**src/rtl/adder_pkg.sv**
```systemverilog
// rtl/adder_pkg.sv - segment sizing helpers shared by the pipelined ripple adder
package adder_pkg;

    function automatic int nseg(input int width, input int seg_w);
        return width / seg_w;
    endfunction

    function automatic bit seg_ok(input int width, input int seg_w);
        return (seg_w > 0) && (width >= seg_w) && ((width % seg_w) == 0);
    endfunction

endpackage

```
**src/rtl/rca_seg.sv**
```systemverilog
// rtl/rca_seg.sv - combinational SEG_W-bit ripple-carry segment built from full-adder cells
module rca_seg
    import adder_pkg::*;
#(
    parameter int SEG_W = 4
) (
    input  logic [SEG_W-1:0] a_i,
    input  logic [SEG_W-1:0] b_i,
    input  logic             c_i,
    output logic [SEG_W-1:0] s_o,
    output logic             c_o
);

    logic [SEG_W:0] cy;

    assign cy[0] = c_i;

    for (genvar i = 0; i < SEG_W; i++) begin : g_bit
        assign s_o[i]    = a_i[i] ^ b_i[i] ^ cy[i];
        assign cy[i + 1] = (a_i[i] & b_i[i]) | (cy[i] & (a_i[i] ^ b_i[i]));
    end

    assign c_o = cy[SEG_W];

endmodule

```
**src/rtl/pipe_ripple_adder.sv**
```systemverilog
// rtl/pipe_ripple_adder.sv - WIDTH-bit adder split into SEG_W-bit pipelined ripple stages
// Optional subtract mode and signed-overflow flag under ADDER_SUB_EN.
module pipe_ripple_adder
    import adder_pkg::*;
#(
    parameter int WIDTH = 16,
    parameter int SEG_W = 4
) (
    input  logic             clk,
    input  logic             rst,
    input  logic             in_valid,
    output logic             in_ready,
    input  logic [WIDTH-1:0] a,
    input  logic [WIDTH-1:0] b,
    input  logic             c_in,
`ifdef ADDER_SUB_EN
    input  logic             sub,
`endif
    output logic             out_valid,
    input  logic             out_ready,
    output logic [WIDTH-1:0] sum,
`ifdef ADDER_SUB_EN
    output logic             ovf,
`endif
    output logic             c_out
);

    localparam int NSEG = nseg(WIDTH, SEG_W);

    if (!seg_ok(WIDTH, SEG_W)) begin : g_bad_cfg
        $error("pipe_ripple_adder: WIDTH must be a non-zero multiple of SEG_W");
    end

    logic             en;
    logic [WIDTH-1:0] b_eff;
    logic             c_eff;

`ifdef ADDER_SUB_EN
    assign b_eff = sub ? ~b : b;
    assign c_eff = sub | c_in;
`else
    assign b_eff = b;
    assign c_eff = c_in;
`endif

    // Whole pipe moves as one: any output stall freezes every stage.
    assign en       = !out_valid || out_ready;
    assign in_ready = en;

    // Stage k keeps finished low sum segments plus the still-unadded upper operand segments.
    for (genvar k = 0; k < NSEG; k++) begin : g_stage
        localparam int LO = k * SEG_W;
        localparam int RW = WIDTH - LO;

        logic [RW-1:0]         a_in;
        logic [RW-1:0]         b_in;
        logic                  cy_in;
        logic                  v_in;
        logic [SEG_W-1:0]      seg_s;
        logic                  seg_c;
        logic [LO+SEG_W-1:0]   s_d;
        logic [LO+SEG_W-1:0]   s_q;
        logic                  v_q;
        logic                  c_q;

        if (k == 0) begin : g_src
            assign a_in  = a;
            assign b_in  = b_eff;
            assign cy_in = c_eff;
            assign v_in  = in_valid;
            assign s_d   = seg_s;
        end else begin : g_src
            assign a_in  = g_stage[k-1].g_fwd.a_q;
            assign b_in  = g_stage[k-1].g_fwd.b_q;
            assign cy_in = g_stage[k-1].c_q;
            assign v_in  = g_stage[k-1].v_q;
            assign s_d   = {seg_s, g_stage[k-1].s_q};
        end

        rca_seg #(
            .SEG_W (SEG_W)
        ) u_seg (
            .a_i (a_in[SEG_W-1:0]),
            .b_i (b_in[SEG_W-1:0]),
            .c_i (cy_in),
            .s_o (seg_s),
            .c_o (seg_c)
        );

        always_ff @(posedge clk or posedge rst) begin
            if (rst) begin
                v_q <= 1'b0;
                c_q <= 1'b0;
                s_q <= '0;
            end else if (en) begin
                v_q <= v_in;
                c_q <= seg_c;
                s_q <= s_d;
            end
        end

        if (k < NSEG - 1) begin : g_fwd
            logic [RW-SEG_W-1:0] a_q;
            logic [RW-SEG_W-1:0] b_q;

            always_ff @(posedge clk or posedge rst) begin
                if (rst) begin
                    a_q <= '0;
                    b_q <= '0;
                end else if (en) begin
                    a_q <= a_in[RW-1:SEG_W];
                    b_q <= b_in[RW-1:SEG_W];
                end
            end
        end
    end

    assign out_valid = g_stage[NSEG-1].v_q;
    assign sum       = g_stage[NSEG-1].s_q;
    assign c_out     = g_stage[NSEG-1].c_q;

`ifdef ADDER_SUB_EN
    logic ovf_d;
    logic ovf_q;

    // Overflow when both operand signs agree and the result sign differs.
    assign ovf_d = (g_stage[NSEG-1].a_in[SEG_W-1] == g_stage[NSEG-1].b_in[SEG_W-1]) &&
                   (g_stage[NSEG-1].seg_s[SEG_W-1] != g_stage[NSEG-1].a_in[SEG_W-1]);

    always_ff @(posedge clk or posedge rst) begin
        if (rst) begin
            ovf_q <= 1'b0;
        end else if (en) begin
            ovf_q <= ovf_d;
        end
    end

    assign ovf = ovf_q;
`endif

endmodule
```
**config.mk**
```make
export PLATFORM = sky130hd
export DESIGN_NAME = pipe_ripple_adder
export DESIGN_NICKNAME = d
export VERILOG_FILES = /design/src/rtl/adder_pkg.sv /design/src/rtl/rca_seg.sv /design/src/rtl/pipe_ripple_adder.sv
export SDC_FILE = /design/constraint.sdc
export NUM_CORES = 1
export LEC_CHECK = 0
export ABC_AREA = 1
export CAP_MARGIN = 20
export CORE_MARGIN = 2
export CORE_UTILIZATION = 35
export CTS_CLUSTER_DIAMETER = 80
export DETAILED_ROUTE_END_ITERATION = 8
export SLEW_MARGIN = 20
export SYNTH_ARGS = -nofsm -noshare
export SYNTH_HDL_FRONTEND = slang
export SYNTH_SLANG_ARGS = --single-unit
```
**constraint.sdc**
```tcl
create_clock -name clk -period 3.5 [get_ports clk]
set_input_delay 1.05 -clock clk [delete_from_list [all_inputs] [get_ports clk]]
set_output_delay 1.05 -clock clk [all_outputs]
set_load 0.005 [all_outputs]
```
# Word level (Yosys, flattened, before mapping)
# Index checks and enable logic that the tools add are counted.
[op_classes] addsub=0 multipliers=0 div_mod_pow=0 n_lt_le_gt_ge=0 eq_ne=0 n_shift=0 muxes=0 bitwise=80 reduce_logical=2
[op_table] operator="$and 1x1->1" n=32
[op_table] operator="$xor 1x1->1" n=32
[op_table] operator="$or 1x1->1" n=16
[op_table] operator="$logic_not 1->1" n=1
[op_table] operator="$logic_or 1x1->1" n=1
[totals] ff_bits=96 latch_bits=0 mem_bits_rw=0 romBits=0 in_bits=37 output_inout_bits=19 elab_cells=100 mem_count=0

# Depth between registers and ports, before layout
[depth] ltp_word=9 mapped_depth=10 mapped_depth_nobuf=10

# Hierarchy
# Synthesis repeated with hierarchy kept, for this count alone.
[hier_totals] cells_unflattened=473 area_unflattened_um2=4289.1
[modules_own_cells] mod="pipe_ripple_adder" n_inst=1 cells_each=417 area_each_um2=3818.7 seq_area_each_um2=2402.3
[modules_own_cells] mod="rca_seg" n_inst=4 cells_each=14 area_each_um2=117.6 seq_area_each_um2=0.0

# Worst setup path before layout
# No wires, ideal clock.
[synth_timing] path_kind="input to register" startpoint="input a[0]" endpoint="register g_stage[0].s_q[3]" setup_time_ps=65 arrival_ps=2649 required_time_ps=3435 slack_ps=786 cell_stages=10 n_path_buf=0 cell_sequence="fa_1 -> inv_1 -> fa_1 -> inv_1 -> fa_1 -> inv_1 -> fa_1 -> inv_1 -> nand2_1 -> nand2_1"
[synth_between] elab_chain_cells=8 word_cells_on_any_way=9 cone_classes="9 x bitwise"
[synth_lines] element="start: declaration" line_no="pipe_ripple_adder.sv:13" rtl="input logic [WIDTH-1:0] a,"
[synth_lines] element="$xor 1x1->1" line_no="rca_seg.sv:20" rtl="assign cy[i + 1] = (a_i[i] & b_i[i]) | (cy[i] & (a_i[i] ^ b_i[i]));"
[synth_lines] element="$and 1x1->1" line_no="rca_seg.sv:20"
[synth_lines] element="$or 1x1->1 (*)" line_no="rca_seg.sv:20"
[synth_lines] element="$and 1x1->1 (*)" line_no="rca_seg.sv:20"
[synth_lines] element="$or 1x1->1 (*)" line_no="rca_seg.sv:20"
[synth_lines] element="$and 1x1->1 (*)" line_no="rca_seg.sv:20"
[synth_lines] element="$or 1x1->1 (*)" line_no="rca_seg.sv:20"
[synth_lines] element="$xor 1x1->1 (*)" line_no="rca_seg.sv:19" rtl="assign s_o[i] = a_i[i] ^ b_i[i] ^ cy[i];"
[synth_lines] element="end signal: assignment" line_no="pipe_ripple_adder.sv:94" rtl="s_q <= '0;"
[synth_lines] element="end signal: assignment" line_no="pipe_ripple_adder.sv:98" rtl="s_q <= s_d;"
[synth_lines] element="end: declaration" line_no="pipe_ripple_adder.sv:62" rtl="logic [LO+SEG_W-1:0] s_q;"
# Every way passes the cells marked *; elsewhere a longest branch is shown, timed or not.
# A chain may end at the register's enable or synchronous reset.

# Worst setup path in the final report
[layout_timing] startpoint="input out_ready" endpoint="output in_ready"
[layout_between] elab_chain_cells=1
[layout_lines] element="start: declaration" line_no="pipe_ripple_adder.sv:20" rtl="input logic out_ready,"
[layout_lines] element="$logic_or 1x1->1" line_no="pipe_ripple_adder.sv:47" rtl="assign en = !out_valid || out_ready;"
[layout_lines] element="end: declaration" line_no="pipe_ripple_adder.sv:12" rtl="output logic in_ready,"
# No other way between the ends.

==> reports/qor.yml <==
status: "finished, final reports clean"
synth_most_common_cell: "nand2_1"
period_share_pct: 91.7
grt_max_degree: 97
crit_type: "input pin to output port"
required_ps: 2450
drt-vias-per-instance: 4.53
grt_pass1_vias: 3007
clockRootBuffer: "clkbuf_16"
ioPinCount: 56
netlist_instances: 473
diodes: 0
synth-compound-area-share_pct: 0
ys_top_cells_by_area: "dfrtp_1 (56%), nand2_1 (17%), nand3_1 (11%)"
die_x_microns: 115
period_needed_ps: 3210
netlist_area_sq_mm: 0.00428
route.detailed.drc: 0
die_y_microns: 115
hold_buffers: 0
rrSetupSlack_ps: 1250
synth_top_area_cell: "dfrtp_1"
cts_made_buffers: 9
worstPathCellList: "clkdlybuf4s50_1 > inv_2 > nand2_4 > clkdlybuf4s50_1"
insertion_delay_ps: 340
die_area_sq_mm: 0.0131
drv_slew: 0
synth_seq_cells: 96
path_clk_slew_ps: 60
tritoncts: "yes"
synth_enable_flop_cells: 0
grt_first_pass_wirelength_mm: 13.8
wl_per_cell_microns: 11.8
drive_gt1_share_pct: 3.68
synth.avg_cell_area_sq_um: 9.04
end_kind: "output port"
io_buffers: 55
start_util_pct: 35.8
grt-ovfl-total: 0
max_slew_margin_pct: 37.7
synth_mux_area_share_pct: 0
core_sq_mm: 0.0120
gp_congestion: 0.710
clock_skew_ps: 6.50
synth_xor_area_share_pct: 0
rsz0062_at_grt: "no"
fmax_mhz: 312
p_leak_uw: 0.00268
power_frac_clock_pct: 21.4
dp_slack_ps: 211
powerDensity_mw_per_mm2: 821
std_cell_rows: 40
yosys_warnings: 0
fill_cells: 1179
tns_ps: 0
seqPwrFrac_pct: 44.9
synthTopCellsByCount: "nand2_1 (191), dfrtp_1 (96), nand3_1 (95), inv_1 (42), fa_1 (16)"
synth_ff_type: "dfrtp_1"
synth_top_family_by_area: "simple AND/OR/NAND/NOR gates"
areaGrowthSynthToFinish_pct: 20.2
syn-num-nets: 526
total_power_uw: 4220
comb_power_share_pct: 33.7
routed_wl_mm: 7.82
synthSimpleGateAreaFrac_pct: 28.1
num_vias: 3011
internal-power_uw: 2740
setup_ws_ps: 291
ctsHtreeMaxLevel: 3
setup_viol: 0
synthArstFlopShare_pct: 100
ir_worst_vdd_mv: 0.226
arrival_ps: 2160
synth_fa_ha_area_share_pct: 7.49
cts_setup_buffers: 0
cp-start-kind: "input pin"
worst_pin_slew_ps: 935
critPathMaxStageDelay_ps: 510
netSwitchingFraction_pct: 35.0
drt_iter0_drc: 204
firstDrtPassIters: 6
synth_top_cell_area_share_pct: 56.2
ys_types: 12
cts_resized: 0
cap_violations: 0
hold_path.class: "flip-flop to flip-flop"
cp_slowest_cell: "clkdlybuf4s50_1"
cts.path.max_buffers: 2
ys_seq_area_share_pct: 56.2
grt.total_usage_pct: 13.2
cp_common_cell: "clkdlybuf4s50_1"
finalHoldViolCount: 0
cts_num_sinks: 96
place_hpwl_mm: 4.54
path_max_fanout: 2
switchingPower_uw: 1480
antenna_found_initial: 0
postRouteAntennaNets: 0
fin_nets: 565
==> placed cells by master, fill, tap and decap left out, drive strengths merged <==
master / n
nand3: 95
fa: 16
nand2: 192
clkinvlp: 1
clkbuf: 16
dfrtp: 96
buf: 4
inv: 42
clkdlybuf4s50: 55
==> critical path, delay by kind of cell <==
family / cells / cell delay (ps)
buffers and inverters: 3 / 1040
and+or+nand+nor: 1 / 70
==> worst paths after layout <==
path,start,endpoint,depth (start not counted)
max,out_ready,in_ready,4
min in group asynchronous,rst,g_stage[0].g_fwd.b_q[11]$_DFFE_PP0P_,3
min reg2reg,g_stage[1].g_fwd.b_q[4]$_DFFE_PP0P_,g_stage[2].g_fwd.b_q[0]$_DFFE_PP0P_,2
min,g_stage[1].g_fwd.b_q[4]$_DFFE_PP0P_,g_stage[2].g_fwd.b_q[0]$_DFFE_PP0P_,2
max reg2reg,g_stage[0].c_q$_DFFE_PP0P_,g_stage[1].s_q[7]$_DFFE_PP0P_,10
max in group asynchronous,rst,out_valid$_DFFE_PP0P_,3
==> metal layers <==
layer / GRT usage (%) / wire, microns
met5: 0 / 0
met4: 5.37 / 138
met3: 2.96 / 319
met2: 21.5 / 3580
met1: 17.1 / 3790
==> power groups by stage <==
stage	clock network, uW	logic [uW]	registers, uW
floorplan	0	1080	1830
detailed placement	0	1450	1920
finish	904	1420	1900
global route	983	1680	1970
global placement	0	1430	1910
CTS	930	1460	1900
==> flip-flops by register name, indices dropped and copies added, names as in the netlist <==
signal	count
g_stage.g_fwd.a_q	24
g_stage.v_q	3
g_stage.c_q	3
g_stage.g_fwd.b_q	24
out_valid	1
c_out	1
g_stage.s_q	24
sum	16
==> metrics by stage <==
stage / hold slack [ps] / instances / utilization (%) / instance area (sq um)
2_1_floorplan: 435 / 473 / - / 4280
3_3_place_gp: 445 / 648 / 40.7 / 4870
3_5_place_dp: 452 / 648 / 40.7 / 4870
4_1_cts: 465 / 664 / 43.0 / 5140
5_1_grt: 488 / 664 / 43.0 / 5140
6_report: 463 / 664 / 43.0 / 5140
==> logic make-up (layout without fill, tap and decap cells) <==
| group | after synthesis | in the layout |
|---|---|---|
| and+or+nand+nor | 287 | 287 |
| DFF | 96 | 96 |
| buffers and inverters | 74 | 118 |
| adders and majority gates | 16 | 16 |
==> layout make-up <==
cell class                      instances  area [sq um]  share of cell area [%]
Clock buffer                           16           272                    5.28
Tap cell                              147           184                    3.58
Timing Repair Buffer                   59           593                    11.5
Sequential cell                        96          2400                    46.8
Multi-Input combinational cell        303          1520                    29.6
Inverter                               43           165                    3.21
No activity file was read; power rests on OpenSTA's default activity.
